`config.mk`:
```
export PLATFORM = sky130hd
export DESIGN_NAME = inst_fetch_buf
export DESIGN_NICKNAME = d
export VERILOG_FILES = /design/src/rtl/fetch_pkg.sv /design/src/rtl/fetch_buf_mem.sv /design/src/rtl/inst_fetch_buf.sv
export SDC_FILE = /design/constraint.sdc
export NUM_CORES = 1
export LEC_CHECK = 0
export CAP_MARGIN = 10
export CELL_PAD_IN_SITES_DETAIL_PLACEMENT = 0
export CELL_PAD_IN_SITES_GLOBAL_PLACEMENT = 1
export CORE_MARGIN = 4
export CORE_UTILIZATION = 54
export DETAILED_ROUTE_END_ITERATION = 10
export PLACE_DENSITY = 0.84
export SYNTH_ARGS = -nofsm -noshare
export SYNTH_HDL_FRONTEND = slang
export SYNTH_SLANG_ARGS = --single-unit
```
`constraint.sdc`:
```
create_clock -name clk -period 8.7 [get_ports clk]
set_input_delay 0.87 -clock clk [delete_from_list [all_inputs] [get_ports clk]]
set_output_delay 0.87 -clock clk [all_outputs]
set_load 0.01 [all_outputs]
```
`src/rtl/fetch_pkg.sv`:
```
// Shared definitions for the instruction fetch buffer: field widths, the
// "no exception" code, the PC increment between slots, and the entry record.
package fetch_pkg;

    localparam int INST_W       = 32;
    localparam int PC_W         = 32;
    localparam int EXC_W        = 7;
    localparam int COOKIE_W_DEF = 32;

    localparam logic [EXC_W-1:0] EXC_NONE = 7'd0;
    localparam logic [PC_W-1:0]  PC_STEP  = 32'd4;

    // One queued instruction as seen by decode (default-width cookie view).
    typedef struct packed {
        logic [INST_W-1:0]       inst;
        logic [PC_W-1:0]         pc;
        logic [COOKIE_W_DEF-1:0] cookie;
        logic [EXC_W-1:0]        exception;
    } fetch_entry_t;

    // Number of instructions a fetch packet contributes to the queue.
    // A faulting packet yields one marker entry, an aligned packet yields two
    // slots, and a packet starting at the upper slot yields only that slot.
    function automatic logic [1:0] packet_slots(input logic [EXC_W-1:0] exc,
                                                input logic              pc_bit2);
        if (exc != EXC_NONE) begin
            return 2'd1;
        end else if (!pc_bit2) begin
            return 2'd2;
        end else begin
            return 2'd1;
        end
    endfunction

endpackage

```
`src/rtl/fetch_buf_mem.sv`:
```
// Entry storage for the instruction fetch buffer: a register array with two
// write ports (consecutive slots of one packet) and one asynchronous read port
// for the queue head. Pointer and occupancy control live in the parent.
module fetch_buf_mem
    import fetch_pkg::*;
#(
    parameter int DEPTH        = 8,
    parameter int COOKIE_WIDTH = 32
) (
    input  logic                     clk,
    input  logic                     we0,
    input  logic [$clog2(DEPTH)-1:0] waddr0,
    input  logic [INST_W-1:0]        winst0,
    input  logic [PC_W-1:0]          wpc0,
    input  logic [COOKIE_WIDTH-1:0]  wcookie0,
    input  logic [EXC_W-1:0]         wexc0,
    input  logic                     we1,
    input  logic [$clog2(DEPTH)-1:0] waddr1,
    input  logic [INST_W-1:0]        winst1,
    input  logic [PC_W-1:0]          wpc1,
    input  logic [COOKIE_WIDTH-1:0]  wcookie1,
    input  logic [EXC_W-1:0]         wexc1,
    input  logic [$clog2(DEPTH)-1:0] raddr,
    output logic [INST_W-1:0]        rinst,
    output logic [PC_W-1:0]          rpc,
    output logic [COOKIE_WIDTH-1:0]  rcookie,
    output logic [EXC_W-1:0]         rexc
);

    logic [INST_W-1:0]       inst_mem   [DEPTH];
    logic [PC_W-1:0]         pc_mem     [DEPTH];
    logic [COOKIE_WIDTH-1:0] cookie_mem [DEPTH];
    logic [EXC_W-1:0]        exc_mem    [DEPTH];

    // Write up to two consecutive entries; the parent guarantees distinct addresses.
    always_ff @(posedge clk) begin
        if (we0) begin
            inst_mem[waddr0]   <= winst0;
            pc_mem[waddr0]     <= wpc0;
            cookie_mem[waddr0] <= wcookie0;
            exc_mem[waddr0]    <= wexc0;
        end
        if (we1) begin
            inst_mem[waddr1]   <= winst1;
            pc_mem[waddr1]     <= wpc1;
            cookie_mem[waddr1] <= wcookie1;
            exc_mem[waddr1]    <= wexc1;
        end
    end

    // Head entry is read without a register so decode sees it the cycle after the write.
    always_comb begin
        rinst   = inst_mem[raddr];
        rpc     = pc_mem[raddr];
        rcookie = cookie_mem[raddr];
        rexc    = exc_mem[raddr];
    end

endmodule

```
`src/rtl/inst_fetch_buf.sv`:
```
// Instruction fetch buffer between the instruction cache and decode.
// Splits 64-bit two-slot fetch packets into 32-bit instructions, queues them
// in order, and hands one per cycle to decode under a valid/ready handshake.
// in_ready asks for two free entries so a full packet always fits.
// Optional build macro INST_FETCH_BUF_BYPASS_EN: when the queue is empty the
// first entry of an accepted packet is also presented on out_* in the same
// cycle (zero-latency path). Without it there is no in_* -> out_* path.
module inst_fetch_buf
    import fetch_pkg::*;
#(
    parameter int DEPTH        = 8,
    parameter int COOKIE_WIDTH = 32
) (
    input  logic                    clk,
    input  logic                    rst,
    input  logic                    flush,
    input  logic                    in_valid,
    input  logic [63:0]             in_data,
    input  logic [31:0]             in_pc,
    input  logic [COOKIE_WIDTH-1:0] in_cookie,
    input  logic [6:0]              in_exception,
    output logic                    in_ready,
    output logic                    out_valid,
    output logic [31:0]             out_inst,
    output logic [31:0]             out_pc,
    output logic [COOKIE_WIDTH-1:0] out_cookie,
    output logic [6:0]              out_exception,
    input  logic                    out_ready
);

    localparam int PTR_W = $clog2(DEPTH);
    localparam int CNT_W = PTR_W + 1;
    localparam logic [CNT_W-1:0] DEPTH_CNT = CNT_W'(DEPTH);
    localparam logic [CNT_W-1:0] PKT_MAX   = CNT_W'(2);

    logic [PTR_W-1:0] wr_ptr;
    logic [PTR_W-1:0] rd_ptr;
    logic [CNT_W-1:0] count;

    logic [CNT_W-1:0] free_cnt;
    logic             push_acc;
    logic             pop;
    logic [1:0]       slots;
    logic [1:0]       n_push;

    // First and second entries carved out of the incoming packet.
    logic [INST_W-1:0]       e0_inst;
    logic [PC_W-1:0]         e0_pc;
    logic [EXC_W-1:0]        e0_exc;
    logic [INST_W-1:0]       e1_inst;
    logic [PC_W-1:0]         e1_pc;
    logic                    we0;
    logic                    we1;

    // Head entry as stored in the array.
    logic [INST_W-1:0]       head_inst;
    logic [PC_W-1:0]         head_pc;
    logic [COOKIE_WIDTH-1:0] head_cookie;
    logic [EXC_W-1:0]        head_exc;

    // Occupancy view and handshake qualifiers; ready looks only at registered count.
    always_comb begin
        free_cnt = DEPTH_CNT - count;
        in_ready = (free_cnt >= PKT_MAX);
        push_acc = in_valid && in_ready && !flush;
        slots    = packet_slots(in_exception, in_pc[2]);
        n_push   = push_acc ? slots : 2'd0;
        we0      = push_acc;
        we1      = push_acc && (slots == 2'd2);
    end

    // Split the packet: a fault produces a zero-instruction marker, the upper
    // slot is used alone when the PC already points at it.
    always_comb begin
        e0_inst = in_data[31:0];
        e0_pc   = in_pc;
        e0_exc  = EXC_NONE;
        if (in_exception != EXC_NONE) begin
            e0_inst = '0;
            e0_exc  = in_exception;
        end else if (in_pc[2]) begin
            e0_inst = in_data[63:32];
        end
        e1_inst = in_data[63:32];
        e1_pc   = in_pc + PC_STEP;
    end

    fetch_buf_mem #(
        .DEPTH        (DEPTH),
        .COOKIE_WIDTH (COOKIE_WIDTH)
    ) u_mem (
        .clk      (clk),
        .we0      (we0),
        .waddr0   (wr_ptr),
        .winst0   (e0_inst),
        .wpc0     (e0_pc),
        .wcookie0 (in_cookie),
        .wexc0    (e0_exc),
        .we1      (we1),
        .waddr1   (wr_ptr + PTR_W'(1)),
        .winst1   (e1_inst),
        .wpc1     (e1_pc),
        .wcookie1 (in_cookie),
        .wexc1    (EXC_NONE),
        .raddr    (rd_ptr),
        .rinst    (head_inst),
        .rpc      (head_pc),
        .rcookie  (head_cookie),
        .rexc     (head_exc)
    );

`ifdef INST_FETCH_BUF_BYPASS_EN
    logic bypass;

    // Empty queue with an accepted packet: show its first entry immediately.
    // The entry is still written at rd_ptr, so a same-cycle pop simply
    // advances rd_ptr past it and the ordinary count update stays correct.
    always_comb begin
        bypass        = (count == '0) && push_acc;
        out_valid     = (count != '0) || bypass;
        out_inst      = bypass ? e0_inst   : head_inst;
        out_pc        = bypass ? e0_pc     : head_pc;
        out_cookie    = bypass ? in_cookie : head_cookie;
        out_exception = bypass ? e0_exc    : head_exc;
        pop           = out_valid && out_ready && !flush;
    end
`else
    // Head presentation straight from the array; one cycle minimum latency.
    always_comb begin
        out_valid     = (count != '0);
        out_inst      = head_inst;
        out_pc        = head_pc;
        out_cookie    = head_cookie;
        out_exception = head_exc;
        pop           = out_valid && out_ready && !flush;
    end
`endif

    // Pointer/count update: reset beats flush, flush beats push and pop.
    always_ff @(posedge clk) begin
        if (rst) begin
            wr_ptr <= '0;
            rd_ptr <= '0;
            count  <= '0;
        end else if (flush) begin
            wr_ptr <= '0;
            rd_ptr <= '0;
            count  <= '0;
        end else begin
            wr_ptr <= wr_ptr + PTR_W'(n_push);
            rd_ptr <= rd_ptr + PTR_W'(pop);
            count  <= count + CNT_W'(n_push) - CNT_W'(pop);
        end
    end

endmodule

```
==> results by group <==
STA
  • Hold Vio Cnt, Final: 0
  • Endpoints failing setup: 0
  • Max Clk Rate: 187 MHz
  • Clock skew: 0.0166 ns
  • Least-Margin Pin Slew: 1.22 ns
  • Setup TNS: 0 ns
  • Final Critical Period: 5.34 ns
  • Worst slew margin: 18.5%
  • Post-route clock period utilization: 61.4%
  • RSZ-0062 raised after global routing: no
  • Max-slew violations: 0

Layout
  • Non-Filler Instances: 3,774
  • Multi-input combinational cell area: 0.0127 mm²
  • Storage element area: 0.0244 mm²
  • Filler cells: 4,926
  • NumNets Final: 2,919
  • P&R area growth vs syn: 14.3%
  • N_diodes: 0
  • Layout cells sized above 1: 19.6%

CTS
  • Setup Fix Bufs, Post-CTS: 0
  • Clk sinks: 834
  • Clock slew at reported path FFs: 0.06 ns
  • Clock H-tree levels: 3
  • Clk buf depth: 3
  • CTS tree: built
  • Hold Buf Count CTS: 0
  • Num CTS Buffers: 85
  • Worst skew pair latency: 0.64 ns
  • Root buffer cell: clkbuf_16
  • Post_cts resized: 0

Drt
  • Via-to-Cell Ratio: 5.94
  • Met1 Wirelength: 38,900 µm
  • DR top layer: met5
  • DRT iter0 DRCs: 2,398
  • 1st-pass router iterations: 8
  • DR WL met3: 7140 µm
  • Wire per inst: 25.2 µm
  • Drt drc: 0
  • Post-route ant nets: 0
  • Vias: 22,400
  • Met2 Wirelength: 47,000 µm
  • DRT Wirelength: 95,000 µm

Global routing
  • Gr ovfl total: 0
  • GR Util All Layers: 25.4%
  • Vias in the first global route: 23,100
  • Largest net degree at the start of global routing: 98
  • Initial antenna violation count: 2
  • First-pass GRT wire length: 144,000 µm

Power
  • Total power: 8.73 mW
  • Max VDD drop: 0.000135 V
  • Leakage power: 15.3 nW
  • Pwr Density: 199 mW/mm²

Critical path
  • Critical path startpoint category: primary input
  • Worst Path Required: 8.96 ns
  • Crit-path max FO: 60
  • Setup CP Type: in2reg
  • Critical path arrival: 5.60 ns
  • Reg2reg setup slack: 3.77 ns
  • Crit end category: register

Synthesis
  • Synth Area in Simple Gates: 10.7%
  • Avg Cell Area, Syn: 14.1 µm²
  • Post-synthesis mux area share: 18.8%
  • Synthesized flop and latch total: 834
  • Syn_nets: 2,870
  • Async set-reset flop share out of synthesis: 0%
  • Count of cell types in the netlist: 50
  • Largest family of logic cells by synthesized area: multiplexers
  • XOR/XNOR Fraction of Synth Area: 2.69%
  • Syn Inst Count: 2,715
  • Post-synth EDFFs: 768
  • Most common flop cell mapped by yosys: edfxtp_1
  • Area share of fa/ha/maj cells after synthesis: 0.528%
  • Cell Area, Synth: 0.0384 mm²
  • Yosys warns: 0
  • Compound-Gate Fraction of Synth Area: 0.166%
  • Post-synthesis sequential area ratio: 63.5%

Place
  • # port buffers: 244
  • DP Cell Count: 3,616
  • Final RePlAce weighted congestion: 0.812
  • DPL Wire Length: 53,800 µm

Die
  • Die height: 275 µm
  • Die Wd: 275 µm
  • Starting Density: 54.7%
  • Core Area: 0.0703 mm²
  • Die area: 0.0755 mm²
  • Cell Rows: 97
  • Num ports: 245

Run status
  • Outcome: finished, final reports clean

Job
  • Max-Cap Viols: 0

Worst hold path
  • Worst Hold Class: reg2reg
==> layout by cell type, fill, tap and decap left out, types with 5 or more instances in the layout <==
master           count
edfxtp_1           768
nand2_1            704
clkdlybuf4s50_1    243
mux4_2             206
nor2_1             152
mux2_2             142
clkbuf_16           88
mux2i_1             81
xor2_1              78
dfxtp_1             63
xnor2_1             40
buf_4               33
clkinv_1            21
nor3_1              14
ha_1                13
nand4_1             12
clkinv_2            12
clkbuf_1            12
mux2_1              11
bufinv_16           11
inv_1               10
nand3_1             10
nor4_4              10
nor4_1               9
clkbuf_8             6
or4_1                5
o21ai_0              5
or4_2                5
and2_1               5
==> metal layers <==
| layer | vias up | global-route usage, % |
|---|---|---|
| li1 | 9847 | - |
| met1 | 11400 | 35.7 |
| met2 | 1007 | 42.0 |
| met3 | 135 | 3.80 |
| met4 | 4 | 6.99 |
| met5 | - | 0 |
==> per-stage QoR <==
stage | cell area, µm² | hold slack (ns) | worst slack [ns] | utilization [%]
finish | 43900 | 0.450 | 3.36 | 62.5
CTS | 43900 | 0.454 | 3.36 | 62.5
global placement | 41000 | 0.432 | 2.77 | 58.4
detailed placement | 41000 | 0.445 | 2.70 | 58.4
floorplan | 38400 | 0.425 | 3.72 | -
global route | 43900 | 0.471 | 3.14 | 62.5
==> worst max-delay path, cell delays in order <==
cell and delay [ns]:
clkdlybuf4s50_1 0.58, nor3_1 0.47, nand3_1 0.76, or4_2 0.89
buf_4 0.36, nand2_4 0.91, buf_4 0.69
==> path summary, 6_finish.rpt <==
path / startpoint / end / cells after the start
setup reg to reg: wr_ptr[0] / u_mem.pc_mem[5][21] / 7
hold reg to reg: u_mem.exc_mem[6][4] / u_mem.exc_mem[6][4] / 2
hold / removal: u_mem.exc_mem[6][4] / u_mem.exc_mem[6][4] / 2
setup / recovery: in_exception[4] / u_mem.pc_mem[5][21] / 7
==> cells in the mapped netlist, drive strengths merged (3+ instances only) <==
master | instances | area, µm²
nor2b | 4 | 25.0
edfxtp | 768 | 23100
or4 | 13 | 109
xnor2 | 40 | 350
nand2 | 708 | 2660
o21ai | 8 | 40.0
or2 | 6 | 37.5
mux2 | 157 | 1780
buf | 106 | 557
nand2b | 3 | 18.8
clkinv | 3 | 11.3
and2 | 5 | 31.3
dfxtp | 66 | 1320
nor4 | 22 | 307
mux4 | 206 | 4640
xor2 | 78 | 683
inv | 10 | 37.5
mux2i | 81 | 811
nand4 | 13 | 96.3
clkbuf | 211 | 793
nor3 | 17 | 100
ha | 13 | 163
nor2 | 152 | 571
nand3 | 12 | 77.6
==> flip-flops by register name (all words and copies together), names as in the netlist <==
register	cells
u_mem.exc_mem	56
u_mem.cookie_mem	256
wr_ptr	3
u_mem.inst_mem	256
u_mem.pc_mem	256
rd_ptr	3
count	4
==> logic make-up after synthesis <==
group,count (synthesis)
flip-flops,834
XOR/XNOR,118
AND/OR/NAND/NOR,963
multiplexers,444
adder cells (fa/ha/maj),15
buffers and inverters,330
AO/OA/AOI/OAI,11
==> report_power, final <==
group | internal (mW) | switching [mW] | leakage [nW] | total, mW
clock network | 2.23 | 1.53 | 1.40 | 3.76
logic | 0.257 | 0.263 | 6.33 | 0.519
registers | 4.43 | 0.0255 | 7.53 | 4.45
==> cell type report <==
| type | instances | share of cell area, % |
|---|---|---|
| inverters | 13 | 0.111 |
| repair buffers | 279 | 6.21 |
| clock inverters | 51 | 1.25 |
| flip-flops and latches | 834 | 55.6 |
| multi-input cells | 1551 | 28.9 |
| well taps | 940 | 2.68 |
| clock buffers | 106 | 5.31 |
Note: power is estimated with default switching activity, not from simulation.
